===== config.mk =====
export PLATFORM = sky130hd
export DESIGN_NAME = bus1_master_seq
export DESIGN_NICKNAME = d
export VERILOG_FILES = /design/src/rtl/bus1_pkg.sv /design/src/rtl/bus1_cmd_fifo.sv /design/src/rtl/bus1_master_seq.sv
export SDC_FILE = /design/constraint.sdc
export NUM_CORES = 1
export LEC_CHECK = 0
export BUFFER_PORTS_ARGS = -buffer_cell sky130_fd_sc_hd__buf_4
export CAP_MARGIN = 30
export CELL_PAD_IN_SITES_DETAIL_PLACEMENT = 1
export CELL_PAD_IN_SITES_GLOBAL_PLACEMENT = 2
export CORE_UTILIZATION = 39
export CTS_BUF_LIST = sky130_fd_sc_hd__clkbuf_4
export DETAILED_ROUTE_END_ITERATION = 10
export HOLD_SLACK_MARGIN = 0.08
export PLACE_DENSITY_LB_ADDON = 0.1
export SETUP_SLACK_MARGIN = 0.2
export SLEW_MARGIN = 20
export SYNTH_ARGS = -nofsm -noshare
export SYNTH_HDL_FRONTEND = slang
export SYNTH_SLANG_ARGS = --single-unit
export TNS_END_PERCENT = 50

===== constraint.sdc =====
create_clock -name clk -period 2.3 [get_ports clk]
set_input_delay 0.115 -clock clk [delete_from_list [all_inputs] [get_ports clk]]
set_output_delay 0.115 -clock clk [all_outputs]
set_load 0.02 [all_outputs]

===== src/rtl/bus1_pkg.sv =====
// Shared widths, FSM state encoding and command layout for the bus1 master sequencer.
package bus1_pkg;

  localparam int SEL_W  = 3;
  localparam int DATA_W = 32;
  localparam int CMD_W  = SEL_W + DATA_W;

  typedef enum logic [2:0] {
    ST_IDLE,
    ST_REQ,
    ST_HOLD,
    ST_WAIT_ACK,
    ST_RESP
  } state_e;

  typedef struct packed {
    logic [SEL_W-1:0]  sel;
    logic [DATA_W-1:0] data;
  } cmd_t;

endpackage


===== src/rtl/bus1_cmd_fifo.sv =====
// Command FIFO with a registered read port; rd_data holds the last popped entry until the next pop.
module bus1_cmd_fifo import bus1_pkg::*; #(
  parameter int DEPTH = 4,
  parameter int W     = CMD_W
) (
  input  logic         clk,
  input  logic         rst_n,
  input  logic         push,
  input  logic [W-1:0] push_data,
  input  logic         pop,
  output logic [W-1:0] rd_data,
  output logic         full,
  output logic         empty
);

  localparam int AW = $clog2(DEPTH);

  logic [AW:0]  wr_ptr_q, wr_ptr_d;
  logic [AW:0]  rd_ptr_q, rd_ptr_d;
  logic [W-1:0] rd_data_q, rd_data_d;
  logic [W-1:0] mem_q [DEPTH];
  logic         do_push, do_pop;

  // The extra pointer bit distinguishes a full FIFO from an empty one.
  assign empty   = (wr_ptr_q == rd_ptr_q);
  assign full    = (wr_ptr_q[AW] != rd_ptr_q[AW]) &&
                   (wr_ptr_q[AW-1:0] == rd_ptr_q[AW-1:0]);
  assign do_push = push && !full;
  assign do_pop  = pop && !empty;
  assign rd_data = rd_data_q;

  always_comb begin
    wr_ptr_d  = wr_ptr_q;
    rd_ptr_d  = rd_ptr_q;
    rd_data_d = rd_data_q;
    if (do_push) begin
      wr_ptr_d = wr_ptr_q + {{AW{1'b0}}, 1'b1};
    end
    if (do_pop) begin
      rd_ptr_d  = rd_ptr_q + {{AW{1'b0}}, 1'b1};
      rd_data_d = mem_q[rd_ptr_q[AW-1:0]];
    end
  end

  always_ff @(posedge clk or negedge rst_n) begin
    if (!rst_n) begin
      wr_ptr_q  <= '0;
      rd_ptr_q  <= '0;
      rd_data_q <= '0;
    end else begin
      wr_ptr_q  <= wr_ptr_d;
      rd_ptr_q  <= rd_ptr_d;
      rd_data_q <= rd_data_d;
    end
  end

  always_ff @(posedge clk) begin
    if (do_push) begin
      mem_q[wr_ptr_q[AW-1:0]] <= push_data;
    end
  end

endmodule


===== src/rtl/bus1_master_seq.sv =====
// Write-then-readback sequencer for the 8-register bus host, with ack timeout and a one-entry response slot.
// Define BUS1_MASTER_CHECK_EN to compare the readback against the written data (rsp_mismatch).
module bus1_master_seq import bus1_pkg::*; #(
  parameter int FIFO_DEPTH     = 4,
  parameter int TIMEOUT_CYCLES = 16
) (
  input  logic              clk,
  input  logic              rst_n,
  input  logic              cmd_valid,
  output logic              cmd_ready,
  input  logic [SEL_W-1:0]  cmd_sel,
  input  logic [DATA_W-1:0] cmd_data,
  output logic              rsp_valid,
  input  logic              rsp_ready,
  output logic [DATA_W-1:0] rsp_data,
  output logic [SEL_W-1:0]  rsp_sel,
  output logic              rsp_timeout,
  output logic              rsp_mismatch,
  output logic              busy,
  output logic              master_req,
  output logic [DATA_W-1:0] master_data,
  output logic [SEL_W-1:0]  reg_sel,
  input  logic [DATA_W-1:0] slave_data,
  input  logic              bus_ack
);

  localparam int CNT_W = $clog2(TIMEOUT_CYCLES);
  localparam logic [CNT_W-1:0] CNT_LAST = CNT_W'(TIMEOUT_CYCLES - 1);

  state_e            state_q, state_d;
  logic [CNT_W-1:0]  cnt_q, cnt_d;
  logic              master_req_q, master_req_d;
  logic              rsp_valid_q, rsp_valid_d;
  logic [DATA_W-1:0] rsp_data_q, rsp_data_d;
  logic [SEL_W-1:0]  rsp_sel_q, rsp_sel_d;
  logic              rsp_timeout_q, rsp_timeout_d;
  logic              fifo_pop, fifo_full, fifo_empty;
  cmd_t              fifo_head;

  // The FIFO's registered read port doubles as the latched bus payload.
  bus1_cmd_fifo #(
    .DEPTH (FIFO_DEPTH),
    .W     (CMD_W)
  ) u_fifo (
    .clk       (clk),
    .rst_n     (rst_n),
    .push      (cmd_valid),
    .push_data ({cmd_sel, cmd_data}),
    .pop       (fifo_pop),
    .rd_data   (fifo_head),
    .full      (fifo_full),
    .empty     (fifo_empty)
  );

  assign cmd_ready   = !fifo_full;
  assign busy        = (state_q != ST_IDLE) || !fifo_empty;
  assign master_req  = master_req_q;
  assign master_data = fifo_head.data;
  assign reg_sel     = fifo_head.sel;
  assign rsp_valid   = rsp_valid_q;
  assign rsp_data    = rsp_data_q;
  assign rsp_sel     = rsp_sel_q;
  assign rsp_timeout = rsp_timeout_q;

  always_comb begin
    state_d       = state_q;
    cnt_d         = cnt_q;
    master_req_d  = 1'b0;
    rsp_valid_d   = rsp_valid_q;
    rsp_data_d    = rsp_data_q;
    rsp_sel_d     = rsp_sel_q;
    rsp_timeout_d = rsp_timeout_q;
    fifo_pop      = 1'b0;
    if (rsp_valid_q && rsp_ready) begin
      rsp_valid_d = 1'b0;
    end
    case (state_q)
      ST_IDLE: begin
        if (!fifo_empty && !rsp_valid_q) begin
          fifo_pop     = 1'b1;
          master_req_d = 1'b1;
          state_d      = ST_REQ;
        end
      end
      ST_REQ: begin
        state_d = ST_HOLD;
      end
      ST_HOLD: begin
        cnt_d   = '0;
        state_d = ST_WAIT_ACK;
      end
      ST_WAIT_ACK: begin
        // An ack landing on the final counted cycle still wins over the timeout.
        if (bus_ack) begin
          rsp_data_d    = slave_data;
          rsp_timeout_d = 1'b0;
          state_d       = ST_RESP;
        end else if (cnt_q == CNT_LAST) begin
          rsp_data_d    = '0;
          rsp_timeout_d = 1'b1;
          state_d       = ST_RESP;
        end else begin
          cnt_d = cnt_q + CNT_W'(1);
        end
      end
      ST_RESP: begin
        rsp_valid_d = 1'b1;
        rsp_sel_d   = fifo_head.sel;
        state_d     = ST_IDLE;
      end
      default: begin
        state_d = ST_IDLE;
      end
    endcase
  end

  always_ff @(posedge clk or negedge rst_n) begin
    if (!rst_n) begin
      state_q       <= ST_IDLE;
      cnt_q         <= '0;
      master_req_q  <= 1'b0;
      rsp_valid_q   <= 1'b0;
      rsp_data_q    <= '0;
      rsp_sel_q     <= '0;
      rsp_timeout_q <= 1'b0;
    end else begin
      state_q       <= state_d;
      cnt_q         <= cnt_d;
      master_req_q  <= master_req_d;
      rsp_valid_q   <= rsp_valid_d;
      rsp_data_q    <= rsp_data_d;
      rsp_sel_q     <= rsp_sel_d;
      rsp_timeout_q <= rsp_timeout_d;
    end
  end

`ifdef BUS1_MASTER_CHECK_EN
  logic rsp_mismatch_q, rsp_mismatch_d;

  // Evaluated in RESP so the flag becomes visible together with rsp_valid.
  always_comb begin
    rsp_mismatch_d = rsp_mismatch_q;
    if (state_q == ST_RESP) begin
      rsp_mismatch_d = !rsp_timeout_q && (rsp_data_q != fifo_head.data);
    end
  end

  always_ff @(posedge clk or negedge rst_n) begin
    if (!rst_n) begin
      rsp_mismatch_q <= 1'b0;
    end else begin
      rsp_mismatch_q <= rsp_mismatch_d;
    end
  end

  assign rsp_mismatch = rsp_mismatch_q;
`else
  assign rsp_mismatch = 1'b0;
`endif

endmodule


==> results of run 1 <==
repair_timing:
action,4_1_cts,5_1_grt
buffers inserted,0,0
resized for setup,1,2
hold endpoints to repair,300,0
hold buffers,73,0
setup endpoints to repair,1,15
routing by layer:
layer | GRT usage (%) | vias to the layer above
li1 | - | 2255
met1 | 20.6 | 2543
met2 | 30.5 | 166
met3 | 4.79 | 43
met4 | 7.12 | 0
met5 | 0 | -
worst max-delay path, delay by kind of cell, from the launching register on:
| kind | cells | cell delay (ns) |
|---|---|---|
| flops | 1 | 0.45 |
| simple gates | 1 | 0.34 |
| xor+xnor | 1 | 0.33 |
| compound gates | 1 | 0.31 |
| buf+inv | 1 | 0.19 |
cells by family after synthesis:
| group | after synthesis | share of synthesized area, % |
|---|---|---|
| other | 1 | 0.0439 |
| buffers and inverters | 27 | 1.87 |
| muxes | 77 | 15.5 |
| and+or+nand+nor | 27 | 1.86 |
| xor gates and xnor gates | 8 | 0.908 |
| DFF | 226 | 74.4 |
| AOI/OAI and AO/OA | 47 | 4.51 |
| adders and majority gates | 6 | 0.879 |
layout by cell type (no fill, tap or decap), drive strengths merged, types with 2 or more instances in the layout:
| cell type | n |
|---|---|
| mux4 | 35 |
| nand2 | 7 |
| xnor2 | 3 |
| edfxtp | 140 |
| xor2 | 5 |
| clkinv | 15 |
| o21ai | 4 |
| nor2 | 5 |
| a22o | 32 |
| clkbuf | 93 |
| mux2 | 40 |
| ha | 6 |
| buf | 164 |
| nor3b | 2 |
| o311ai | 3 |
| o31a | 2 |
| a21oi | 3 |
| nand2b | 2 |
| dfrtp | 86 |
| mux2i | 2 |
| and2 | 3 |
| dlygate4sd3 | 72 |
| inv | 7 |
state kept, by name, summed over array words and instances, names as in the netlist:
register         cells
rsp_timeout          1
state_q              3
rsp_sel              3
rsp_data            32
u_fifo.mem_q       140
u_fifo.rd_data      35
cnt_q                4
u_fifo.wr_ptr_q      3
u_fifo.rd_ptr_q      3
rsp_valid            1
master_req           1
metrics by stage:
step                utilization [%]  worst slack (ns)
CTS                            54.8             0.245
finish                         54.9             0.347
global route                   54.9             0.203
floorplan                         -           -0.0403
global placement               47.5             0.406
detailed placement             47.5             0.235
where the power goes:
group / total [W] / internal, W / switching [W]
Clock: 0.00357 / 0.00195 / 0.00161
Combinational: 0.00589 / 0.00295 / 0.00294
Sequential: 0.00638 / 0.00571 / 0.000665
Total: 0.0158 / 0.0106 / 0.00522
worst max-delay path by stage:
stage | from | end
floorplan | u_fifo.rd_ptr_q[0]$_DFFE_PN0P_ | u_fifo.mem_q[2][0]$_DFFE_PP_
global placement | state_q[2]$_DFFE_PN0P_ | u_fifo.rd_data[29]$_DFFE_PN0P_
detailed placement | state_q[2]$_DFFE_PN0P_ | u_fifo.rd_data[25]$_DFFE_PN0P_
CTS | state_q[2]$_DFFE_PN0P_ | u_fifo.rd_data[29]$_DFFE_PN0P_
global route | u_fifo.wr_ptr_q[1]$_DFFE_PN0P_ | busy
finish | u_fifo.wr_ptr_q[1]$_DFFE_PN0P_ | u_fifo.mem_q[0][32]$_DFFE_PP_
final cells by class:
type	instances	area [µm²]	share of cell area, %
clock inverters	17	101	0.870
inverters	6	22.5	0.193
repair buffers	236	2060	17.7
multi-input cells	166	2060	17.6
diodes	1	2.50	0.0215
flip-flops and latches	226	6360	54.6
clock buffers	93	698	5.99
well taps	275	344	2.95
==> reports/metrics.csv, run 1 <==
metric;value;unit
outcome;completed;
worst hold path cell count;2;
Final Net Count;772;
post-synthesis sequential area ratio;74.4;%
Die W;150;µm
count of state elements after synthesis;226;
height of the chip;150;µm
maximum fanout encountered on the critical timing path;15;
antenna violations before repair;1;
final setup violating endpoints;0;
Clock Tree Root;sky130_fd_sc_hd__clkbuf_4;
cell count after placement;836;
RSZ-0062 raised after global routing;false;
number of cells produced by synthesis;419;
Post-DP HPWL;11300;µm
Worst setup SP type;flop;
net count after synthesis;497;
H-tree lvl count;2;
final non-filler cell area;11600;µm²
proportion of register bits with asynchronous set or reset after synthesis;38.1;%
Met1 Wirelength;7960;µm
fraction of layout cells with a size suffix above 1;47.2;%
area share of the leading cell type in the synthesized netlist;49.2;%
post-synthesis average cell area;20.4;µm²
number of port buffers;146;
TritonCTS clock tree;yes;
placer's final routability congestion estimate;0.715;
overall die area;22500;µm²
final period demand of the worst path;1.95;ns
Inserted Clock Buffers;58;
type of the worst min-delay path;input pin to flop;
Critical Setup Path Class;flop to flop;
first-pass GRT wire length;29700;µm
Initial Util;40.3;%
total clock sinks;226;
total global routing overflow;0;
Hold Slack;0.180;ns
setup slack on the worst flop-to-flop path;0.35;ns
final cell count without fillers;1020;
initial drt markers;185;
post-DR vias/cell;4.91;
placed instance area;10100;µm²
Setup Skew;0.0461;ns
Area contributors post-synth;sky130_fd_sc_hd__edfxtp_1, sky130_fd_sc_hd__dfrtp_1, sky130_fd_sc_hd__mux4_2, sky130_fd_sc_hd__a22o_1, sky130_fd_sc_hd__mux2_4;
data arrival time of the critical path;2.31;ns
number of detailed-routing iterations run before antenna repair;6;
DRC;0;
All-Layer GR Usage;17.6;%
Max IR drop VDD;0.613;mV
Antenna Violating Nets Remaining;0;
cell taking the most area after synthesis;sky130_fd_sc_hd__edfxtp_1;
Reg clk slew, reported paths;0.07;ns
list of cells traversed by the critical path;xor2_2 -> o31a_1 -> and2_2 -> buf_12;
Area Overhead vs Synth;36.3;%
prevailing post-synth register cell;sky130_fd_sc_hd__edfxtp_1;
launching point of the worst reg2reg path;u_fifo.wr_ptr_q[1]$_DFFE_PN0P_;
number of synthesized flops with an enable pin;140;
area of the core;21200;µm²
most used standard cell by instance count after synthesis;sky130_fd_sc_hd__edfxtp_1;
insertion delay to the later sink of the worst-skew pair;0.68;ns
met2 wire len;9770;µm
Synth Cell Area;8540;µm²
total I/O pin count;148;
kind of end point of the critical path;flop;
DRT Wirelength;19400;µm
Pwr per Cell Area;1360;nW/µm²
number of cells traversed by the worst register-to-register path;4;
synth cell count leaders;sky130_fd_sc_hd__edfxtp_1, sky130_fd_sc_hd__dfrtp_1, sky130_fd_sc_hd__mux4_2;
cell with the biggest individual delay on the critical path;sky130_fd_sc_hd__dfrtp_1;
count of unique library cells instantiated by Yosys;39;
leakage power summed over all cells;4.74;nW
measured slew at the worst slew-check pin;0.584;ns
max-slew violations;0;
period utilization;84.9;%
number of max-cap violations;0;
number of vias in the routed layout;5007;
routed length on met3;1230;µm
hold path startpoint;cmd_data[20];
top sig layer;met4;
pin count of the biggest net entering global routing;51;
post-layout power;0.0158;W
drt wl/cell;19.0;µm
Fillers;1958;
total of warnings raised by yosys;0;
final number of hold-violating endpoints;0;
Max Buffers Root-to-Sink;3;
Reg2Reg Capture Point;u_fifo.mem_q[0][32]$_DFFE_PP_;
Max-Slew Margin vs Limit;61.1;%
number of rows in the core area;53;
setup TNS after final layout;0;ns
maximum operating frequency;512;MHz
worst-case hold path end point;u_fifo.mem_q[2][20]$_DFFE_PP_;
Required @ worst endpoint;2.65;ns
crit-path max cell delay;0.45;ns
via count of the first global-routing pass;5604;
Note: power is estimated with default switching activity, not from simulation.
==> run 2: changes to the inputs <==
--- a/config.mk
+++ b/config.mk
@@ -9,7 +9,7 @@
 export CAP_MARGIN = 30
 export CELL_PAD_IN_SITES_DETAIL_PLACEMENT = 1
 export CELL_PAD_IN_SITES_GLOBAL_PLACEMENT = 2
-export CORE_UTILIZATION = 39
+export CORE_UTILIZATION = 43
 export CTS_BUF_LIST = sky130_fd_sc_hd__clkbuf_4
 export DETAILED_ROUTE_END_ITERATION = 10
 export HOLD_SLACK_MARGIN = 0.08
==> constraint.sdc (replaced) <==
create_clock -name clk -period 1.81 [get_ports clk]
set_input_delay 0.0905 -clock clk [delete_from_list [all_inputs] [get_ports clk]]
set_output_delay 0.0905 -clock clk [all_outputs]
set_load 0.02 [all_outputs]
==> run 2 against run 1 <==
Net effect: the flow now finishes with violations (setup timing); setup slack worse by 0.43 ns; clock-buffer cell count increased by 1; design area rose by 5.6%; combinational power up 56%; cell count is 2.2% higher; clock skew increased by 0.017 ns; flip-flop and latch count stayed put; fmax up 3.2%; sequential power is 28% higher; die area shrank 9.2%.
==> reports/metrics.csv, run 2 (synthesis results as in run 1) <==
metric;value;unit;change
DRT Wirelength;21600;µm;+12%
number of cells traversed by the worst register-to-register path;6;;+2
pin count of the biggest net entering global routing;38;;-25%
placer's final routability congestion estimate;0.703;;-1.8%
period utilization;105;%;+20 points
most frequent cells in the layout;sky130_fd_sc_hd__buf_4, sky130_fd_sc_hd__edfxtp_1, sky130_fd_sc_hd__clkbuf_4;;
Required @ worst endpoint;2.23;ns;-0.42 ns
area of the core;19500;µm²;-8.3%
Util after Layout;63.2;%;+8.3 points
maximum operating frequency;529;MHz;+3.2%
number of vias in the routed layout;5169;;+3.2%
DRC;0;;unchanged
Die W;143;µm;-4.7%
Setup Skew;0.0633;ns;+0.0171 ns
RSZ-0062 raised after global routing;true;;
Reg clk slew, reported paths;0.07;ns;about the same
kind of end point of the critical path;flop;;
insertion delay to the later sink of the worst-skew pair;0.69;ns;about the same
Max IR drop VDD;0.819;mV;+34%
Area Overhead vs Synth;44.0;%;
TritonCTS clock tree;yes;;
H-tree lvl count;2;;unchanged
crit path setup slack, layout;-0.0820;ns;-0.429 ns
via count of the first global-routing pass;5788;;+3.3%
number of port buffers;146;;unchanged
type of the worst min-delay path;input pin to flop;;
antenna violations before repair;1;;unchanged
Initial Util;43.9;%;+3.6 points
outcome;finished, violations left;;
Clock Tree Root;sky130_fd_sc_hd__clkbuf_4;;
total global routing overflow;0;;unchanged
measured slew at the worst slew-check pin;0.539;ns;-0.0446 ns
total clock sinks;226;;unchanged
number of detailed-routing iterations run before antenna repair;4;;-2
final setup violating endpoints;62;;+62
post-layout power;0.0217;W;+37%
setup slack on the worst flop-to-flop path;-0.08;ns;-0.43 ns
number of max-cap violations;0;;unchanged
maximum fanout encountered on the critical timing path;5;;-10
height of the chip;143;µm;-4.7%
max-slew violations;0;;unchanged
post-DR vias/cell;4.96;;+1.1%
total I/O pin count;148;;unchanged
violated checks;setup timing;;
worst hold path cell count;2;;unchanged
final number of hold-violating endpoints;0;;unchanged
Inserted Clock Buffers;58;;unchanged
Max-Slew Margin vs Limit;64.0;%;+3.0 points
leakage power summed over all cells;5.03;nW;+6.1%
Fillers;1746;;-11%
number of rows in the core area;51;;-3.8%
overall die area;20400;µm²;-9.2%
Final Net Count;805;;+4.3%
Post-DP HPWL;12000;µm;+5.5%
Critical Setup Path Class;flop to flop;;
Reg2Reg Capture Point;u_fifo.mem_q[1][27]$_DFFE_PP_;;
fraction of layout cells with a size suffix above 1;50.8;%;+3.6 points
final period demand of the worst path;1.89;ns;-0.0613 ns
drt wl/cell;20.8;µm;+9.3%
commonest non-fill, non-tap cell in the layout;sky130_fd_sc_hd__buf_4;;
All-Layer GR Usage;21.0;%;+3.4 points
Max Buffers Root-to-Sink;3;;unchanged
worst-case hold path end point;u_fifo.mem_q[0][15]$_DFFE_PP_;;
initial drt markers;169;;-8.6%
Antenna Violating Nets Remaining;0;;unchanged
launching point of the worst reg2reg path;u_fifo.wr_ptr_q[1]$_DFFE_PN0P_;;
hold path startpoint;cmd_data[15];;
number of flip-flops under the largest register name;140;;unchanged
Pwr per Cell Area;1770;nW/µm²;+30%
data arrival time of the critical path;2.32;ns;about the same
Worst setup SP type;flop;;
first-pass GRT wire length;31500;µm;+5.9%
## run 2: cell types whose count changed in the layout (fill, tap and decap cells not counted), sizes merged
cell      delta
clkinv       -2
buf         +22
clkinvlp     +1
bufinv       -1
bufbuf       +5
clkbuf       +7
## run 2: final cells by class
type | instances | area (µm²) | share of cell area (%)
Sequential cell | 226 | 6370 | 51.8
Multi-Input combinational cell | 166 | 2170 | 17.7
Inverter | 6 | 22.5 | 0.183
Timing Repair Buffer | 269 | 2640 | 21.4
Clock buffer | 94 | 706 | 5.74
Tap cell | 265 | 332 | 2.70
Clock inverter | 15 | 61.3 | 0.498
Antenna cell | 1 | 2.50 | 0.0203
## run 2: metrics by stage
step / instances / TNS (ns) / worst slack (ns) / cell area [µm²] / hold WS [ns]
floorplan: 419 / 0 / 0.0957 / 8610 / -0.205
global placement: 832 / 0 / 0.0784 / 10200 / 0.117
detailed placement: 832 / -0.0259 / -0.0109 / 10200 / 0.121
CTS: 1027 / -2.33 / -0.0802 / 12000 / 0.0829
global route: 1042 / -6.88 / -0.129 / 12300 / 0.0810
finish: 1042 / -3.03 / -0.0820 / 12300 / 0.138
## run 2: worst max path at each step
stage	startpoint	slack [ns]	depth (start not counted)	end
CTS	u_fifo.wr_ptr_q[0]$_DFFE_PN0P_	-0.08	4	busy
global route	u_fifo.wr_ptr_q[1]$_DFFE_PN0P_	-0.13	6	u_fifo.mem_q[0][20]$_DFFE_PP_
finish	u_fifo.wr_ptr_q[1]$_DFFE_PN0P_	-0.08	6	u_fifo.mem_q[1][27]$_DFFE_PP_
floorplan	u_fifo.rd_ptr_q[0]$_DFFE_PN0P_	0.1	4	u_fifo.mem_q[0][0]$_DFFE_PP_
detailed placement	state_q[2]$_DFFE_PN0P_	-0.01	4	u_fifo.rd_data[28]$_DFFE_PN0P_
global placement	u_fifo.wr_ptr_q[1]$_DFFE_PN0P_	0.08	4	u_fifo.mem_q[0][13]$_DFFE_PP_
## run 2: power by group
part / total (W) / leakage [nW] / internal (W) / switching, W
clock: 0.00441 / 0.460 / 0.00234 / 0.00206
combinational: 0.00916 / 2.25 / 0.00488 / 0.00428
sequential: 0.00818 / 2.32 / 0.00727 / 0.000906
total: 0.0217 / 5.03 / 0.0145 / 0.00725
## run 2: layer usage
metal	up-vias	GRT usage, %	wire (µm)	part of all wire [%]
li1	2319	-	-	-
met1	2630	25.5	9140	42
met2	185	35.8	10700	49
met3	35	5.90	1400	6.5
met4	0	7.36	396	1.8
met5	-	0	0	0
## run 2: worst max-delay path, cell delays in order (launching register included)
cell and delay [ns]:
sky130_fd_sc_hd__dfrtp_2 0.45, sky130_fd_sc_hd__xor2_4 0.17, sky130_fd_sc_hd__buf_4 0.16, sky130_fd_sc_hd__o31a_1 0.30, sky130_fd_sc_hd__and2_4 0.23, sky130_fd_sc_hd__buf_4 0.16, sky130_fd_sc_hd__buf_12 0.13
## run 2: timing repair
action,in CTS,in global routing
endpoints found under the hold margin,303,0
pin swaps,40,12
endpoints found under the setup margin,210,210
buffers inserted,9,7
gates cloned,5,7
gates resized for setup,16,16
hold buffers,72,0
